### config.mk
export PLATFORM = sky130hd
export DESIGN_NAME = mult_sequencer
export DESIGN_NICKNAME = d
export VERILOG_FILES = /design/src/rtl/mult_sequencer.sv
export SDC_FILE = /design/constraint.sdc
export NUM_CORES = 1
export LEC_CHECK = 0
export CAP_MARGIN = 10
export CORE_MARGIN = 8
export CORE_UTILIZATION = 50
export DETAILED_ROUTE_END_ITERATION = 12
export DONT_BUFFER_PORTS = 1
export PLACE_DENSITY = 0.68
export SETUP_SLACK_MARGIN = 0.02
export SLEW_MARGIN = 20
export SYNTH_ARGS = -nofsm -noshare
export SYNTH_HDL_FRONTEND = slang
export SYNTH_SLANG_ARGS = --single-unit
export TNS_END_PERCENT = 10
### constraint.sdc
create_clock -name clk -period 2.4 [get_ports clk]
set_clock_uncertainty 0.2 [all_clocks]
set_input_delay 0.36 -clock clk [delete_from_list [all_inputs] [get_ports clk]]
set_output_delay 0.36 -clock clk [all_outputs]
set_load 0.05 [all_outputs]
### src/rtl/mult_sequencer.sv
// Iterative radix-2 shift-add multiplier that borrows the shared N-bit ALU via alu_req/alu_gnt.
// Define MULT_SIGNED_EN to add the signed_op port and the two's-complement FIX cycle.
module mult_sequencer #(
  parameter int N = 32
) (
  input  logic         clk,
  input  logic         reset,
  input  logic         start,
  input  logic [N-1:0] a,
  input  logic [N-1:0] b,
`ifdef MULT_SIGNED_EN
  input  logic         signed_op,
`endif
  output logic         busy,
  output logic         done,
  output logic [N-1:0] hi,
  output logic [N-1:0] lo,
  output logic         alu_req,
  input  logic         alu_gnt,
  output logic [N-1:0] alu_a,
  output logic [N-1:0] alu_b,
  output logic [4:0]   alu_fn,
  input  logic [N-1:0] alu_r
);

  localparam int CW = (N > 1) ? $clog2(N) : 1;
  localparam logic [CW-1:0] LAST = CW'(N - 1);

`ifdef MULT_SIGNED_EN
  typedef enum logic [1:0] {IDLE = 2'd0, RUN = 2'd1, DONE = 2'd2, FIX = 2'd3} state_t;
`else
  typedef enum logic [1:0] {IDLE = 2'd0, RUN = 2'd1, DONE = 2'd2} state_t;
`endif

  state_t          state_q, state_d;
  logic [N-1:0]    mcand_q, mcand_d;
  logic [N-1:0]    hi_q, hi_d;
  logic [N-1:0]    lo_q, lo_d;
  logic [CW-1:0]   count_q, count_d;
  logic            carry;
  logic [2*N:0]    shifted;
`ifdef MULT_SIGNED_EN
  logic            neg_q, neg_d;
`endif

  always_ff @(posedge clk) begin
    if (reset) begin
      state_q <= IDLE;
      mcand_q <= '0;
      hi_q    <= '0;
      lo_q    <= '0;
      count_q <= '0;
`ifdef MULT_SIGNED_EN
      neg_q   <= 1'b0;
`endif
    end else begin
      state_q <= state_d;
      mcand_q <= mcand_d;
      hi_q    <= hi_d;
      lo_q    <= lo_d;
      count_q <= count_d;
`ifdef MULT_SIGNED_EN
      neg_q   <= neg_d;
`endif
    end
  end

  always_comb begin
    state_d = state_q;
    mcand_d = mcand_q;
    hi_d    = hi_q;
    lo_d    = lo_q;
    count_d = count_q;
    carry   = 1'b0;
    shifted = '0;
`ifdef MULT_SIGNED_EN
    neg_d   = neg_q;
`endif
    case (state_q)
      IDLE: begin
        if (start) begin
          mcand_d = a;
          lo_d    = b;
          hi_d    = '0;
          count_d = '0;
          state_d = RUN;
`ifdef MULT_SIGNED_EN
          neg_d   = 1'b0;
          if (signed_op) begin
            mcand_d = a[N-1] ? -a : a;
            lo_d    = b[N-1] ? -b : b;
            neg_d   = a[N-1] ^ b[N-1];
          end
`endif
        end
      end
      RUN: begin
        if (alu_gnt) begin
          // A wrapped ALU sum is smaller than hi; that is the lost carry-out bit.
          if (lo_q[0]) begin
            carry   = (alu_r < hi_q);
            shifted = {carry, alu_r, lo_q} >> 1;
          end else begin
            shifted = {1'b0, hi_q, lo_q} >> 1;
          end
          {hi_d, lo_d} = shifted[2*N-1:0];
          count_d      = count_q + CW'(1);
          if (count_q == LAST) begin
`ifdef MULT_SIGNED_EN
            state_d = neg_q ? FIX : DONE;
`else
            state_d = DONE;
`endif
          end
        end
      end
`ifdef MULT_SIGNED_EN
      FIX: begin
        {hi_d, lo_d} = -{hi_q, lo_q};
        state_d      = DONE;
      end
`endif
      DONE: begin
        state_d = IDLE;
      end
      default: begin
        state_d = IDLE;
      end
    endcase
  end

  always_comb begin
    busy    = (state_q != IDLE);
    done    = (state_q == DONE);
    alu_req = (state_q == RUN);
    alu_a   = (state_q == RUN) ? hi_q : '0;
    alu_b   = (state_q == RUN) ? mcand_q : '0;
    alu_fn  = 5'b00001;
    hi      = hi_q;
    lo      = lo_q;
  end

endmodule

==> Word level (Yosys, flattened, before mapping) <==
Cells that the tools add are included.
{ "word_totals": {"out_inout_bits": 136, "word_cells": 35, "regBits": 103, "input_bits": 100} }
{ "op_classes": {"n_lt_le_gt_ge": 1, "eq_ne": 6, "mux": 16, "n_addsub": 1, "reduce_logical": 6} }
{ "ops": {"columns": ["cell", "count"], "rows": [
  ["two-way mux 32 bit", 6],
  ["case mux 32 bit (2 select lines)", 2],
  ["two-way mux 64 bit", 1],
  ["< comparator 32 bit", 1],
  ["two-way mux 5 bit", 2],
  ["case mux 5 bit (2 select lines)", 1],
  ["two-way mux 2 bit", 3],
  ["AND reduction 3 bit", 2],
  ["adder 5 x 1 -> 5 bit, second input constant", 1],
  ["== test 5 bit, second input constant", 1],
  ["!= test 2 x 1 -> 1 bit, second input constant", 2],
  ["case mux 2 bit (2 select lines)", 1],
  ["nonzero test 2 bit", 2],
  ["== test 2 x 1 -> 1 bit, second input constant", 1],
  ["== test 2 bit, second input constant", 1],
  ["zero test 2 bit", 1],
  ["!= test 2 bit, second input constant", 1],
  ["AND reduction 2 bit", 1]
]} }

==> Depth between registers and ports, before layout <==
{ "logic_depth": {"depth_word": 4, "depth_mapped": 7, "mapped_depth_nobuf": 7} }

==> Least setup slack after synthesis <==
No wires, ideal clock.
{ "synth_path": {"path_kind": "reg2out", "from": "reg state_q[1]", "to": "out alu_b[22]", "stages_incl_launch_ff": 6, "path_buffers": 2, "arrival_time_ns": 1.755, "required_ns": 1.840, "slack_ns": 0.085, "path_cell_list": "dfxtp_1 > nand2b_1 > buf_2 > clkinv_2 > clkbuf_1 > and2_1"} }
{ "synth_via": {"elab_chain_cells": 2} }
{ "synth_lines": {"columns": ["item", "line_no", "rtl"], "rows": [
  ["from (decl)", "35", "state_t state_q, state_d;"],
  ["from (signal assigned)", "57", "state_q <= state_d;"],
  ["== test 2 x 1 -> 1 bit", null, null],
  ["net alu_req", "18", "output logic alu_req,"],
  ["two-way mux 32 bit", "137", "alu_b = (state_q == RUN) ? mcand_q : '0;"],
  ["to (decl)", "21", "output logic [N-1:0] alu_b,"]
]} }
The timed path passes the listed nets, and every way through them passes these cells.

==> Worst setup path after layout <==
{ "layout_path": {"from": "reg state_q[0]", "to": "reg lo_q[12], in the netlist lo[12]"} }
{ "layout_via": {"elab_chain_cells": 3, "word_cells_on_any_way": 7, "cone_classes": "3 x eq/ne; 1 x mux; 3 x reduce/logical"} }
{ "layout_lines": {"columns": ["item", "line_no", "rtl"], "rows": [
  ["== test 2 x 1 -> 1 bit or zero test 2 bit (tied branches)", "79", "case (state_q)"],
  ["!= test 2 x 1 -> 1 bit (no source line), or another cell as far along", null, null],
  ["AND reduction 3 bit (no source line)", null, null],
  ["to (signal assigned)", "60", "lo_q <= lo_d;"],
  ["to (decl)", "38", "logic [N-1:0] lo_q, lo_d;"]
]} }
Parallel ways exist; a longest one is shown, timed or not.
A chain may end at the register's enable or synchronous reset.

==> reports/results.txt <==
Ys Warns: 0
Max transition margin: 0.5926
Fin Hold WS: 0.06625 ns
Status: finished clean
Hold crit path type: input pin to flop
Worst setup EP type: flop
Worst Path Max Fanout: 42
Final setup vio count: 0
Routed vias/inst: 5.470
Power Internal: 2491 uW
WHS Path Cells: 3
Final hold vios: 0
Flop-to-flop setup slack: 0.15 ns
DR pass1 iterations: 4
Placed insts: 879
I/O Buffers: 0
Synth-to-Final Area Change: 25.20%
Post-synth top area share: 0.3721
Area of the die: 0.01471 sq mm
Starting Density: 0.5112
CTS tree: done
Critical path class: flop to flop
Min-Delay Endpoint: count_q[3]
CORE AREA: 0.01084 sq mm
Syn_area_per_cell: 7.707 sq um
DRT Wirelength: 17160 um
Max stage delay cell, worst path: dlygate4sd3_1
Nets@finish: 948
GRT overflow: 0
Synth cell types: 41
Initial antenna violation count: 0
H-tree Lvls: 3
Pwr Density: 562.9 mW/mm^2
Worst path max stage delay: 0.57 ns
GRT Util Overall: 0.2240
Startpoint Class: flop
Final count of pins violating max slew: 0
Critical path arrival: 2.37 ns
Die W: 121.3 um
Clock slew at reported path FFs: 0.10 ns
Max Clock Freq: 445.1 MHz
Number of vias in the routed layout: 5257
Number of max-cap violations: 0
Routed wire length per instance: 17.85 um
Global-route wire length before repair: 26740 um
Total negative slack: 0 ns
Mapped Area: 0.005542 sq mm
Clk_lat worst skew: 0.37 ns
Cts bufs inserted: 9
Synth Instances: 719
DP HPWL: 11400 um
Worst-margin pin slew: 0.6102 ns
Fin area: 0.006938 sq mm
Pleak: 0.002731 uW
Combinational share of power: 0.206
Ratio of cells with drive above 1 in the final layout: 0.1390
Psw: 1415 uW
Synth top area cells: dfxtp_1 37%, nand2_1 9.3%, ha_1 7.5%
Register Area: 0.002063 sq mm
CP required: 2.53 ns
Pin count of the biggest net entering global routing: 95
DRC viols: 0
RD Place Congestion: 0.8317
HP Start: alu_gnt
Sw frac: 0.3623
Clock share of power: 0.266
Sequential area share after synthesis: 0.3721
Top Ports: 236
CP Cell Sequence: mux2i_1 > nor2_4 > buf_6 > nor2_1 > a311oi_1 > dlygate4sd3_1
Number of fill cells in the layout: 934
Reg2Reg Depth: 6
Sequential share of power: 0.528
Maximum vdd ir drop: 0.3689 mV
RSZ-0062 raised after global routing: false
Non-filler instance count after layout: 961
Flops & latches, synth: 103
Reg-to-reg startpoint: state_q[0]
Clock Tree Buf Depth: 2
Area after DPL: 0.006075 sq mm
Crit path time final: 2.247 ns
# rows: 38
Area occupied by multi-input gates: 0.003074 sq mm
Sink Count: 103
Height of the chip: 121.3 um
DRT antenna net count: 0
Fin crit share: 0.9361
Worst R2R End: lo[12]
DR iter-0 viols: 358
Clock root buffer master: clkbuf_8
Vias in the first global route: 5236
Leading area contributor after synthesis: dfxtp_1
## cells in the final DEF (no fill, tap or decap), types with 2 or more instances in the layout
cell type and n:
nand2_1 138, dfxtp_1 102, nor2_1 99, a21oi_1 75, buf_4 69, dlygate4sd3_1 64
and2_1 34, inv_1 33, mux2i_1 33, ha_1 33, a311oi_1 31, nor3_1 19
nor3_2 16, clkbuf_8 9, o21ai_0 6, conb_1 5, buf_12 5, nand3_1 4
nand2b_1 3, nand4_1 3, a211oi_1 2, a32oi_1 2, o21a_1 2, a221oi_1 2
and4_1 2, nor4_1 2, inv_6 2, clkinvlp_4 2, clkinv_2 2
## metal layers
layer	vias up	global-route usage	wire length, um
met5	-	0	0
met4	0	0.1203	619
met3	42	0.07213	1535
met2	207	0.3775	8530
met1	2402	0.2467	6470
li1	2606	-	-
## critical path: cells and delay by family, from the launching register on
family,cells,cell delay [ns]
AO/OA/AOI/OAI,1,0.27
buffers and inverters,2,0.86
multiplexers,1,0.17
flip-flops,1,0.46
AND/OR/NAND/NOR,2,0.23
## worst max-delay path by stage
| stage | from | end | depth (start not counted) |
|---|---|---|---|
| finish | state_q[0] | lo[12] | 6 |
| global route | state_q[0] | lo[10] | 6 |
| CTS | state_q[0] | lo[2] | 6 |
| detailed placement | state_q[1] | alu_b[7] | 3 |
| floorplan | state_q[1] | alu_b[22] | 5 |
| global placement | state_q[1] | alu_a[0] | 4 |
## kinds of logic (layout without fill, tap and decap cells)
group	count (synthesis)	after routing	share of synthesized area
XOR/XNOR	1	1	0.001581
AO/OA/AOI/OAI	126	126	0.1429
adder cells (fa/ha/maj)	33	33	0.07451
buffers and inverters	93	191	0.07789
multiplexers	33	33	0.05961
flip-flops	103	103	0.3721
other	2	6	0.001355
AND/OR/NAND/NOR	328	328	0.2700
## what timing repair did
action | CTS | global route
cloned | 0 | 0
endpoints found under the hold margin | 102 | 0
gates resized for setup | 1 | 3
endpoints found under the setup margin | 33 | 8
buffers inserted | 0 | 0
hold buffers | 65 | 0
## power by group through the flow
stage	Clock (uW)	Sequential (uW)	Combinational, uW
floorplan	0	2110	548
global placement	0	2100	644
detailed placement	0	2100	665
CTS	1070	2060	792
global route	1150	2080	876
finish	1040	2060	804
## Yosys cell counts
master	count
o21a_1	2
a2111oi_0	1
a221oi_1	2
buf_6	3
a21oi_1	75
nor3_1	19
and4_1	2
ha_1	33
and2_1	34
mux2i_1	33
o211ai_1	1
clkinv_2	1
clkbuf_1	24
xor2_1	1
buf_2	20
o21ai_0	6
nand4_1	3
nand2_1	138
o221ai_1	1
dfxtp_1	103
nor2b_1	1
or3_1	1
conb_1	2
a21o_1	1
nor4_1	2
inv_1	33
a211oi_1	2
a41oi_1	1
nand3_1	4
or2_1	1
a311oi_1	31
and3_1	1
nor4b_1	1
and2b_1	1
buf_1	3
nor2_1	100
nor3_2	16
a32oi_1	2
nand2b_1	4
o2111ai_1	1
buf_4	9
## flip-flops by register name, indices dropped and copies added (netlist names)
| register | flops |
|---|---|
| mcand_q | 32 |
| count_q | 5 |
| hi | 32 |
| lo | 32 |
| state_q | 2 |
## stage by stage
step / total power (uW) / worst slack (ns) / util
final: 3905 / 0.1534 / 0.6400
after global routing: 4101 / 0.03292 / 0.6398
after CTS: 3929 / 0.07366 / 0.6387
after detailed placement: 2769 / 0.4058 / 0.5604
after global placement: 2744 / 0.4995 / 0.5604
after floorplan: 2654 / 0.08545 / -
## layout make-up
class | count | share of cell area
diodes | 1 | 0.0003607
clock buffers | 9 | 0.01785
clock inverters | 7 | 0.007755
inverters | 34 | 0.01912
multi-input cells | 526 | 0.4431
flip-flops and latches | 103 | 0.2974
well taps | 140 | 0.02525
repair buffers | 141 | 0.1892
Power figures use the tool's default switching activity.
